--- src/rtl/herring_pkg.sv ---
// herring_pkg: shared PHI2 sequencer state encodings, clock defaults and slow-window constants
package herring_pkg;
   typedef enum logic [1:0] {
      ST_LOW     = 2'd0,
      ST_HIGH    = 2'd1,
      ST_STRETCH = 2'd2,
      ST_HALT    = 2'd3
   } state_e;
   localparam int         DEF_HALF_PERIOD = 16;
   localparam int         DEF_SLOW_EXTRA  = 48;
   localparam logic [5:0] SLOW_SERIAL1    = 6'b111110;
   localparam logic [5:0] SLOW_MASK_ALL   = 6'b111111;
   function automatic int cnt_width(input int a, input int b);
      return $clog2(((a > b) ? a : b) + 1);
   endfunction
endpackage

--- src/rtl/herring_addr_match.sv ---
// herring_addr_match: combinational compare of CPU address[15:10] against a masked window
//   address_i [5:0] in  : CPU address[15:10]
//   match_o         out : 1 when the masked address equals the masked base
module herring_addr_match #(
   parameter logic [5:0] BASE = 6'b111110,
   parameter logic [5:0] MASK = 6'b111111
) (
   input  logic [5:0] address_i,
   output logic       match_o
);
   assign match_o = (address_i & MASK) == (BASE & MASK);
endmodule

--- src/rtl/herring_clock_sequencer.sv ---
// herring_clock_sequencer: PHI2 generator with slow-peripheral stretch, run/halt and single-step
//   clk_src_i      in  : 50 MHz source clock, rising edge
//   rst_n_i        in  : synchronous active-low reset
//   address_i[5:0] in  : CPU address[15:10]
//   rw_i           in  : CPU RWB, 1 = read
//   run_i          in  : 1 = free-run, 0 = halt after the current cycle
//   step_i         in  : single-step request, rising edge acts while halted
//   cpu_clk_in_o   out : registered PHI2
//   cycle_start_o  out : one-clock pulse on the edge where PHI2 rises
//   stretched_o    out : high while the PHI2-high phase is extended
//   halted_o       out : high while PHI2 is parked low
module herring_clock_sequencer
   import herring_pkg::*;
#(
   parameter int         HALF_PERIOD    = DEF_HALF_PERIOD,
   parameter int         SLOW_EXTRA     = DEF_SLOW_EXTRA,
   parameter logic [5:0] SLOW_BASE      = SLOW_SERIAL1,
   parameter logic [5:0] SLOW_MASK      = SLOW_MASK_ALL,
   parameter bit         STRETCH_WRITES = 1'b1
) (
   input  logic       clk_src_i,
   input  logic       rst_n_i,
   input  logic [5:0] address_i,
   input  logic       rw_i,
   input  logic       run_i,
   input  logic       step_i,
   output logic       cpu_clk_in_o,
   output logic       cycle_start_o,
   output logic       stretched_o,
   output logic       halted_o
);
   localparam int            CW      = cnt_width(HALF_PERIOD, SLOW_EXTRA);
   localparam logic [CW-1:0] HP_LAST = CW'(HALF_PERIOD - 1);
   localparam logic [CW-1:0] SE_LAST = CW'(SLOW_EXTRA - 1);
   state_e        state_q, state_d;
   logic [CW-1:0] cnt_q, cnt_d;
   logic          slow_q, slow_d, step_q, match, slow_now, step_rise;
   logic          clk_q, start_q, str_q, halt_q;
   logic          clk_d, start_d, str_d, halt_d;
   herring_addr_match #(.BASE(SLOW_BASE), .MASK(SLOW_MASK)) u_match (
      .address_i (address_i),
      .match_o   (match)
   );
   assign slow_now  = match & (rw_i | STRETCH_WRITES);
   assign step_rise = step_i & ~step_q;
   always_comb begin
      state_d = state_q;
      slow_d  = slow_q;
      case (state_q)
         ST_LOW: if (cnt_q == HP_LAST) begin
            slow_d  = slow_now;
            state_d = run_i ? ST_HIGH : ST_HALT;
         end
         ST_HIGH: if (cnt_q == HP_LAST)
            state_d = (slow_q && (SLOW_EXTRA > 0)) ? ST_STRETCH : ST_LOW;
         ST_STRETCH: if (cnt_q == SE_LAST)
            state_d = ST_LOW;
         default: if (run_i | step_rise) begin
            slow_d  = slow_now;
            state_d = ST_HIGH;
         end
      endcase
      // counter parks at zero while halted so it can never wrap
      cnt_d = ((state_d != state_q) || (state_d == ST_HALT)) ? '0 : cnt_q + 1'b1;
   end
   // outputs are decoded from the next state and registered, so they line up with state_q
   always_comb begin
      clk_d   = (state_d == ST_HIGH) || (state_d == ST_STRETCH);
      start_d = (state_d == ST_HIGH) && (state_q != ST_HIGH);
      str_d   = state_d == ST_STRETCH;
      halt_d  = state_d == ST_HALT;
   end
   always_ff @(posedge clk_src_i) begin
      if (!rst_n_i) begin
         state_q <= ST_LOW;
         cnt_q   <= '0;
         slow_q  <= 1'b0;
         step_q  <= 1'b0;
         clk_q   <= 1'b0;
         start_q <= 1'b0;
         str_q   <= 1'b0;
         halt_q  <= 1'b0;
      end else begin
         state_q <= state_d;
         cnt_q   <= cnt_d;
         slow_q  <= slow_d;
         step_q  <= step_i;
         clk_q   <= clk_d;
         start_q <= start_d;
         str_q   <= str_d;
         halt_q  <= halt_d;
      end
   end
   assign cpu_clk_in_o  = clk_q;
   assign cycle_start_o = start_q;
   assign stretched_o   = str_q;
   assign halted_o      = halt_q;
endmodule

--- config.mk ---
export PLATFORM = sky130hd
export DESIGN_NAME = herring_clock_sequencer
export DESIGN_NICKNAME = d
export VERILOG_FILES = /design/src/rtl/herring_pkg.sv /design/src/rtl/herring_addr_match.sv /design/src/rtl/herring_clock_sequencer.sv
export SDC_FILE = /design/constraint.sdc
export NUM_CORES = 1
export LEC_CHECK = 0
export CORE_MARGIN = 4
export CORE_UTILIZATION = 45
export DETAILED_ROUTE_END_ITERATION = 6
export PLACE_DENSITY = 0.7
export SYNTH_ARGS = -nofsm -noshare
export SYNTH_HDL_FRONTEND = slang
export SYNTH_SLANG_ARGS = --single-unit
--- constraint.sdc ---
create_clock -name clk_src_i -period 4.76 [get_ports clk_src_i]
set_input_delay 1.19 -clock clk_src_i [delete_from_list [all_inputs] [get_ports clk_src_i]]
set_output_delay 1.19 -clock clk_src_i [all_outputs]
set_load 0.01 [all_outputs]
# After elaboration in Yosys (flattened, before gate mapping)
# Cells that the tools add are included.
dict set report op_classes {
  add_sub_neg 1
  eq_ne 11
  mux 10
  n_bitwise 5
  reduce_logical 8
}
# op count
set ops {}
lappend ops {{6-bit equality test (second input constant)} 2}
lappend ops {{2-bit 2-to-1 mux} 6}
lappend ops {{6-bit by 1-bit adder with 6-bit output (second input constant)} 1}
lappend ops {{2-bit equality test (second input constant)} 3}
lappend ops {{6-bit by 4-bit equality test with 1-bit output (second input constant)} 1}
lappend ops {{2-bit one-hot mux with 3 select lines} 1}
lappend ops {{2-bit by 1-bit equality test with 1-bit output (second input constant)} 2}
lappend ops {{2-bit OR reduction} 2}
lappend ops {{1-bit NOT} 3}
lappend ops {{3-bit AND reduction} 1}
lappend ops {{2-bit zero test} 1}
lappend ops {{1-bit logical OR} 2}
lappend ops {{1-bit 2-to-1 mux} 2}
lappend ops {{2-bit by 1-bit != test with 1-bit output (second input constant)} 1}
lappend ops {{2-bit != test} 1}
lappend ops {{2-bit != test (second input constant)} 1}
lappend ops {{1-bit one-hot mux with 2 select lines} 1}
lappend ops {{2-bit nonzero test} 1}
lappend ops {{1-bit AND} 1}
lappend ops {{1-bit logical AND} 1}
lappend ops {{1-bit bitwise OR} 1}
dict set report totals {
  register_bits 14
  out_inout_bits 4
  word_cells 43
}

# Depth between registers and ports, before layout
# Gate-level depths: netlist of run 1.
dict set report logic_depth {
  depth_word 8
  ltp_mapped 11
}

# Hierarchy
# From an unflattened synthesis of run 1, not the netlist that was laid out.
dict set report unflattened {
  cells_unflattened 84
  hier_area_um2 799.5
}
# module n_inst cells_each area_per_inst_um2 seq_area_each_um2
set modules_own_cells {}
lappend modules_own_cells {herring_clock_sequencer 1 82 780.7 280.3}
lappend modules_own_cells {herring_addr_match 1 2 18.8 0.0}

# Worst setup path before layout of run 1
# No wires, ideal clock.
dict set report synth_timing {
  path_type {input to register}
  start {input port step_i}
  end {register cnt_q[1]}
  setup_ps 87
  arrival_time_ps 2561
  t_required_ps 4673
  slack_ps 2112
  path_stages 7
  path_buffers 1
  cell_sequence {nor2b_1 > o21ai_4 > nor3b_1 > ha_1 > or3b_1 > buf_6 > nor4b_4}
}
dict set report synth_via {
  elab_chain_cells 7
}
# item line
set synth_rtl {}
lappend synth_rtl {{start, declared} herring_clock_sequencer.sv:26} ;# input logic step_i,
lappend synth_rtl {{1-bit AND} herring_clock_sequencer.sv:45} ;# assign step_rise = step_i & ~step_q;
lappend synth_rtl {{1-bit bitwise OR} herring_clock_sequencer.sv:58} ;# default: if (run_i | step_rise) begin
lappend synth_rtl {{2-bit 2-to-1 mux} herring_clock_sequencer.sv:58}
lappend synth_rtl {{2-bit one-hot mux with 3 select lines} herring_clock_sequencer.sv:49} ;# case (state_q)
lappend synth_rtl {{via state_d[1]} herring_clock_sequencer.sv:35} ;# state_e state_q, state_d;
lappend synth_rtl {{2-bit equality test} n/a}
lappend synth_rtl {{via halt_d} herring_clock_sequencer.sv:39} ;# logic clk_d, start_d, str_d, halt_d;
lappend synth_rtl {{1-bit logical OR} herring_clock_sequencer.sv:64} ;# cnt_d = ((state_d != state_q) || (state_d == ST_HALT)) ? '0 : cnt_q + 1'b1;
lappend synth_rtl {{2-bit OR reduction (no source line)} n/a}
lappend synth_rtl {{end signal, assigned} herring_clock_sequencer.sv:85} ;# cnt_q <= cnt_d;
lappend synth_rtl {{end, declared} herring_clock_sequencer.sv:36} ;# logic [CW-1:0] cnt_q, cnt_d;
# The timed path passes the listed nets, and every way through them passes these cells.
# A chain may end at the register's enable or synchronous reset.

# Final worst setup path of run 1
dict set report layout_timing {
  start {input port run_i}
  end {register cnt_q[2]}
}
dict set report layout_via {
  elab_chain_cells 6
}
# item line
set layout_rtl {}
lappend layout_rtl {{start, declared} herring_clock_sequencer.sv:25} ;# input logic run_i,
lappend layout_rtl {{1-bit bitwise OR / 2-bit 2-to-1 mux (equally long branches)} {herring_clock_sequencer.sv:58, herring_clock_sequencer.sv:52}}
lappend layout_rtl {{2-bit 2-to-1 mux (on tied branches)} {herring_clock_sequencer.sv:58, herring_clock_sequencer.sv:50}}
lappend layout_rtl {{2-bit one-hot mux with 3 select lines (*)} herring_clock_sequencer.sv:49}
lappend layout_rtl {{via state_d[1]} herring_clock_sequencer.sv:35}
lappend layout_rtl {{2-bit equality test (*)} n/a}
lappend layout_rtl {{via halt_d} herring_clock_sequencer.sv:39}
lappend layout_rtl {{1-bit logical OR (*)} herring_clock_sequencer.sv:64}
lappend layout_rtl {{2-bit OR reduction (no source line) (*)} n/a}
# The timed path passes the listed nets; every way through them passes the cells marked *.

==> flow_metrics.tcl, run 1 <==
set metrics [dict create \
    worst_skew_pair.late_latency_ns 0.28 \
    grt_overflow 0 \
    tritoncts.num_buffers 3 \
    htreeDepth 1 \
    clock-root-buffer "clkbuf_4" \
    placed_cell_area_um2 956 \
    grt_max_degree 11 \
    clockBufferDepth 2 \
    syn_to_final_growth_pct 20.0 \
    route.detailed.drc 0 \
    cp_num_buf_inv 1 \
    n_antenna_cell 0 \
    reg2reg_depth 9 \
    power_density_mw_per_mm2 228 \
    drive_gt1_frac 0.122 \
    drv_cap 0 \
    dpl.cell_count 119 \
    coreArea_mm2 0.00173 \
    final_cells 123 \
    finalHoldViolations 0 \
    yosys_warnings 0 \
    antenna_found_initial 0 \
    reg2reg_from "state_q[0]" \
    initial_utilization 0.479 \
    ios 15 \
    yosysSeqAreaShare 0.339 \
    grt_pass1_wl_mm 2.70 \
    cts_sinks 14 \
    syn_area_per_cell_um2 9.73 \
    whs_endpoint "cnt_q[0]" \
    tightest_slew_ns 0.461 \
    cp_slowest_cell "clkdlybuf4s50_1" \
    synth_seq_cells 14 \
    final_nets 118 \
    regToRegSetupSlack_ns 1.87 \
    skew_ns 0.00225 \
    syn_inst 85 \
    clock.fmax_mhz 321 \
    num_vias 637 \
    hold-path-cell-count 1 \
    post_drt_via_cell_ratio 5.18 \
    synth_xor_area_frac 0.0424 \
    critPathLaunchType "input port" \
    max_stage_delay_ns 0.55 \
    crit_fanout 6 \
    synth_top_family_by_area "simple AND/OR/NAND/NOR gates" \
    track_usage 0.136 \
    clk_pin_slew_ns 0.08 \
    hold_path_class "flip-flop to flip-flop" \
    die_x_um 50.9 \
    p_leak_uw 0.000358 \
    ant_nets 0 \
    dpl.hpwl_mm 1.10 \
    syn_area_um2 827 \
    maxSlewHeadroom 0.692 \
    grt_pass1_vias 618 \
    postCtsSetupRepairBufs 0 \
    design_area_um2 992 \
    final_util 0.575 \
    postCtsHoldBufs 0 \
    period_share 0.654 \
    endpoint_kind "flip-flop" \
    path_cells "clkdlybuf4s50_1 -> nand2b_1 -> a31oi_1 -> a21oi_1 -> nor3b_1 -> ha_1 -> or3b_1 -> nor4_2" \
    crit_family "simple AND/OR/NAND/NOR gates" \
    rsz0062_at_grt "false" \
    hp-start "cnt_q[0]" \
    synth-compound-area-share 0.104 \
    r2r-end "cnt_q[2]" \
    worstSetupPathType "input port to flip-flop" \
    hold_ws_ns 0.484 \
    gp_congestion 0.756 \
    fp.dieH_um 50.9 \
    setup_viol 0 \
    rows 15 \
    synth-simple-area-share 0.336 \
    fin_setup_tns_ns 0 \
    portBuffers 13 \
    period_needed_ns 3.11 \
    dr.pass1.iters 4 \
    wl_per_cell_um 11.5 \
    cts_tree "built" \
    synth_cell_types 33 \
    wl_mm 1.41 \
    synth_mux_area_frac 0 \
    arrival_ns 3.31 \
    required_ns 4.96 \
    syn_nets 104 \
    outcome "finished, final reports clean" \
    slew_viol_final 0 \
    drt-initial-drc-count 17 \
    ctsResizeCount 0 \
    synth-adder-area-share 0.121 \
    ir_worst_vdd_v 0.000201 \
    die-area_mm2 0.00259 \
]
## flip-flops by register name, summed over array words and instances, names as in the netlist
signal	cells
cnt_q	6
state_q	2
cpu_clk_in_o	1
cycle_start_o	1
halted_o	1
slow_q	1
step_q	1
stretched_o	1
## final cells by class
class / instances / area (um2)
fillers: 169 / 734
clock buffers: 4 / 36.3
multi-input cells: 63 / 499
flip-flops and latches: 14 / 280
repair buffers: 13 / 130
inverters: 4 / 15.0
well taps: 25 / 31.3
## routing by layer
layer,global-route usage,vias to the layer above,routed length [um]
met5,0,-,0
met4,0.0404,0,23
met3,0.0379,5,45
met2,0.204,10,626
met1,0.189,296,715
li1,-,326,-
## power breakdown
group | internal [uW] | switching [uW]
registers | 120 | 2.12
logic | 11.7 | 6.35
clock network | 46.5 | 39.4
## layout by cell type, fill, tap and decap left out, drive strengths merged, types with 4 or more instances in the layout
cell,count
and2,6
clkbuf,4
clkdlybuf4s50,13
dfxtp,14
ha,8
inv,4
nand2,5
nand3,5
nor4,6
## cell families (layout without fill, tap and decap cells)
family / count (synthesis) / in the layout
AOI/OAI and AO/OA: 12 / 12
xor gates and xnor gates: 4 / 4
adders and majority gates: 8 / 8
buffers and inverters: 8 / 21
DFF: 14 / 14
and+or+nand+nor: 39 / 39
## worst max path at each step
stage	start	endpoint	slack (ns)	cells after the start
2_1_floorplan	step_i	cnt_q[1]	2.11	7
3_3_place_gp	run_i	cnt_q[5]	1.35	8
3_5_place_dp	run_i	cnt_q[2]	1.34	8
4_1_cts	run_i	cnt_q[2]	1.64	8
5_1_grt	run_i	cnt_q[5]	1.46	8
6_report	run_i	cnt_q[2]	1.65	8
## worst register-to-register path, stage by stage, from the launching register on
cell and delay (ns):
dfxtp_1 0.42, inv_1 0.09, ha_1 0.31, nor4b_1 0.42
a21oi_1 0.13, o41ai_1 0.10, o21ai_0 0.28, ha_1 0.26
or3b_1 0.54, nor4_2 0.25
## stage by stage
| step | power, uW | worst slack (ns) |
|---|---|---|
| finish | 226 | 1.65 |
| global route | 241 | 1.46 |
| CTS | 229 | 1.64 |
| detailed placement | 143 | 1.34 |
| global placement | 142 | 1.35 |
| floorplan | 134 | 2.11 |
## cells in the mapped netlist, drive strengths merged
cell type,n,area [um2]
dfxtp,14,280
ha,8,100
and2,6,37.5
nor4,6,65.1
nand2,5,18.8
nand3,5,30.0
inv,4,15.0
a21oi,3,15.0
a31oi,3,18.8
buf,3,27.5
nor2,3,11.3
o21ai,3,26.3
xor2,3,26.3
nand2b,2,12.5
nor2b,2,12.5
nor3,2,10.0
nor3b,2,15.0
nor4b,2,32.5
a211oi,1,7.51
and3,1,7.51
and4b,1,10.0
clkbuf,1,5.00
nand4,1,6.26
o21ba,1,10.0
o41ai,1,8.76
or3b,1,8.76
xnor2,1,8.76
(Power assumes the default switching activity.)
==> run 2: changes to the inputs <==
--- a/config.mk
+++ b/config.mk
@@ -8,7 +8,7 @@
 export CORE_MARGIN = 4
 export CORE_UTILIZATION = 45
 export DETAILED_ROUTE_END_ITERATION = 6
-export PLACE_DENSITY = 0.7
+export PLACE_DENSITY = 0.73
 export SYNTH_ARGS = -nofsm -noshare
 export SYNTH_HDL_FRONTEND = slang
 export SYNTH_SLANG_ARGS = --single-unit
==> constraint.sdc (replaced) <==
create_clock -name clk_src_i -period 2.7 [get_ports clk_src_i]
set_input_delay 0.675 -clock clk_src_i [delete_from_list [all_inputs] [get_ports clk_src_i]]
set_output_delay 0.675 -clock clk_src_i [all_outputs]
set_load 0.01 [all_outputs]
==> run 2 against run 1 <==
Effect of this change: flip-flop and latch count did not move; clock skew down 0.0014 ns; global-route usage down 0.71 points; count of clock-buffer cells in the layout is 1 lower; utilization increased by 2.1 points; sequential share of layout area decreased by 1.0 points; hold slack got worse by 0.022 ns.
==> flow_metrics.tcl, run 2 (synthesis results as in run 1) <==
set metrics [dict create \
    layout_common_cells "14 x dfxtp_1, 13 x clkdlybuf4s50_1, 8 x ha_1" \
    period_needed_ns 2.45 \
    skew_ns 0.000842 \
    rsz0062_at_grt "false" \
    dpl.hpwl_mm 1.19 \
    fillers 166 \
    endpoint_kind "flip-flop" \
    fp.dieH_um 50.9 \
    hold_path_class "flip-flop to flip-flop" \
    arrival_ns 2.64 \
    place_ws_ns -0.0789 \
    fin_ws_ns 0.248 \
    n_antenna_cell 0 \
    top_regs "cnt_q: 6 flops, state_q: 2 flops" \
    clock-root-buffer "clkbuf_4" \
    worstSetupPathType "flip-flop to flip-flop" \
    sequentialPowerShare 0.594 \
    final_cells 127 \
    dpl.cell_count 124 \
    regArea_um2 280 \
    drt-initial-drc-count 7 \
    worst_skew_pair.late_latency_ns 0.27 \
    intPower_uw 285 \
    wl_mm 1.52 \
    die_x_um 50.9 \
    required_ns 2.89 \
    route.detailed.drc 0 \
    cts_tree "built" \
    tritoncts.num_buffers 3 \
    ctsResizeCount 0 \
    syn_to_final_growth_pct 24.4 \
    grt_pass1_vias 609 \
    power_density_mw_per_mm2 351 \
    clock.fmax_mhz 408 \
    post_drt_via_cell_ratio 5.09 \
    num_vias 647 \
    htreeDepth 1 \
    die-area_mm2 0.00259 \
    swShare 0.211 \
    period_share 0.908 \
    portBuffers 13 \
    hold_ws_ns 0.461 \
    grt_pass1_wl_mm 2.53 \
    maxSlewHeadroom 0.728 \
    slew_viol_final 0 \
    postCtsSetupRepairBufs 0 \
    outcome "finished, final reports clean" \
    track_usage 0.129 \
    critPathLaunchType "flip-flop" \
    wl_per_cell_um 12.0 \
    p_leak_uw 0.000376 \
    grt_overflow 0 \
    finalHoldViolations 0 \
    ant_nets 0 \
    ir_worst_vdd_v 0.000237 \
    multi_input_area_um2 512 \
    final_common_cell "dfxtp_1" \
    power.net_switching_uw 76.2 \
    setup_viol 0 \
    cts_sinks 14 \
    final_nets 123 \
    ios 15 \
    grt_max_degree 11 \
    dr.pass1.iters 4 \
    tightest_slew_ns 0.403 \
    final_util 0.596 \
    p_comb_frac 0.095 \
    initial_utilization 0.479 \
    rows 15 \
    postCtsHoldBufs 0 \
    clockBufferDepth 2 \
    antenna_found_initial 0 \
    drive_gt1_frac 0.186 \
    drv_cap 0 \
    crit_fanout 6 \
    pwr-share-clk 0.311 \
    coreArea_mm2 0.00173 \
    regMostFlops "cnt_q" \
    gp_congestion 0.804 \
    largest_reg_flops 6 \
    clk_pin_slew_ns 0.07 \
]
-- run 2: cell types whose count changed in the layout (fill, tap and decap cells not counted) --
cell / delta
clkbuf_8: -1
nor4b_2: +1
buf_4: +5
o21ai_1: +1
nor4b_1: -1
a21oi_1: -1
o21ai_0: -1
or3b_1: -1
a21oi_2: +1
or3b_4: +1
-- run 2: worst max-delay path, cell delays in order, from the launching register on --
cell and delay [ns]:
dfxtp_1 0.41, inv_1 0.09, ha_1 0.25, nor4b_2 0.34, a21oi_1 0.11, o41ai_1 0.10
o21ai_1 0.17, ha_1 0.21, or3b_4 0.46, nor4_2 0.21
-- run 2: final timing paths --
| path | from | to | slack (ns) | cells past startpoint |
|---|---|---|---|---|
| worst max register to register | state_q[1] | cnt_q[5] | 0.25 | 9 |
| worst max-delay path | state_q[1] | cnt_q[5] | 0.25 | 9 |
| worst min-delay path | slow_q | slow_q | 0.46 | 2 |
| worst min register to register | slow_q | slow_q | 0.46 | 2 |
-- run 2: final cells by class --
| class | instances | share of cell area |
|---|---|---|
| repair buffers | 18 | 0.163 |
| clock buffers | 3 | 0.0219 |
| well taps | 25 | 0.0304 |
| flip-flops and latches | 14 | 0.273 |
| multi-input cells | 63 | 0.498 |
| inverters | 4 | 0.0146 |
-- run 2: metrics by stage --
stage | setup TNS (ns) | instance area, um2 | total power [uW]
after floorplan | 0 | 827 | 236
after global placement | -0.182 | 993 | 252
after detailed placement | -0.390 | 993 | 253
after CTS | 0 | 1020 | 366
after global routing | 0 | 1030 | 383
final | 0 | 1030 | 361
-- run 2: power groups by stage --
stage / clock, uW / combinational (uW) / sequential (uW)
finish: 112 / 34.3 / 215
global route: 130 / 37.8 / 216
CTS: 117 / 33.7 / 215
detailed placement: 0 / 33.6 / 220
global placement: 0 / 32.7 / 219
floorplan: 0 / 16.9 / 219
-- run 2: metal layers --
| metal | up-vias | routed length (um) | global-route usage |
|---|---|---|---|
| met2 | 18 | 775 | 0.239 |
| met3 | 0 | 101 | 0.0525 |
| met1 | 288 | 644 | 0.130 |
| met4 | 0 | 0 | 0.0404 |
| li1 | 341 | - | - |
| met5 | - | 0 | 0 |
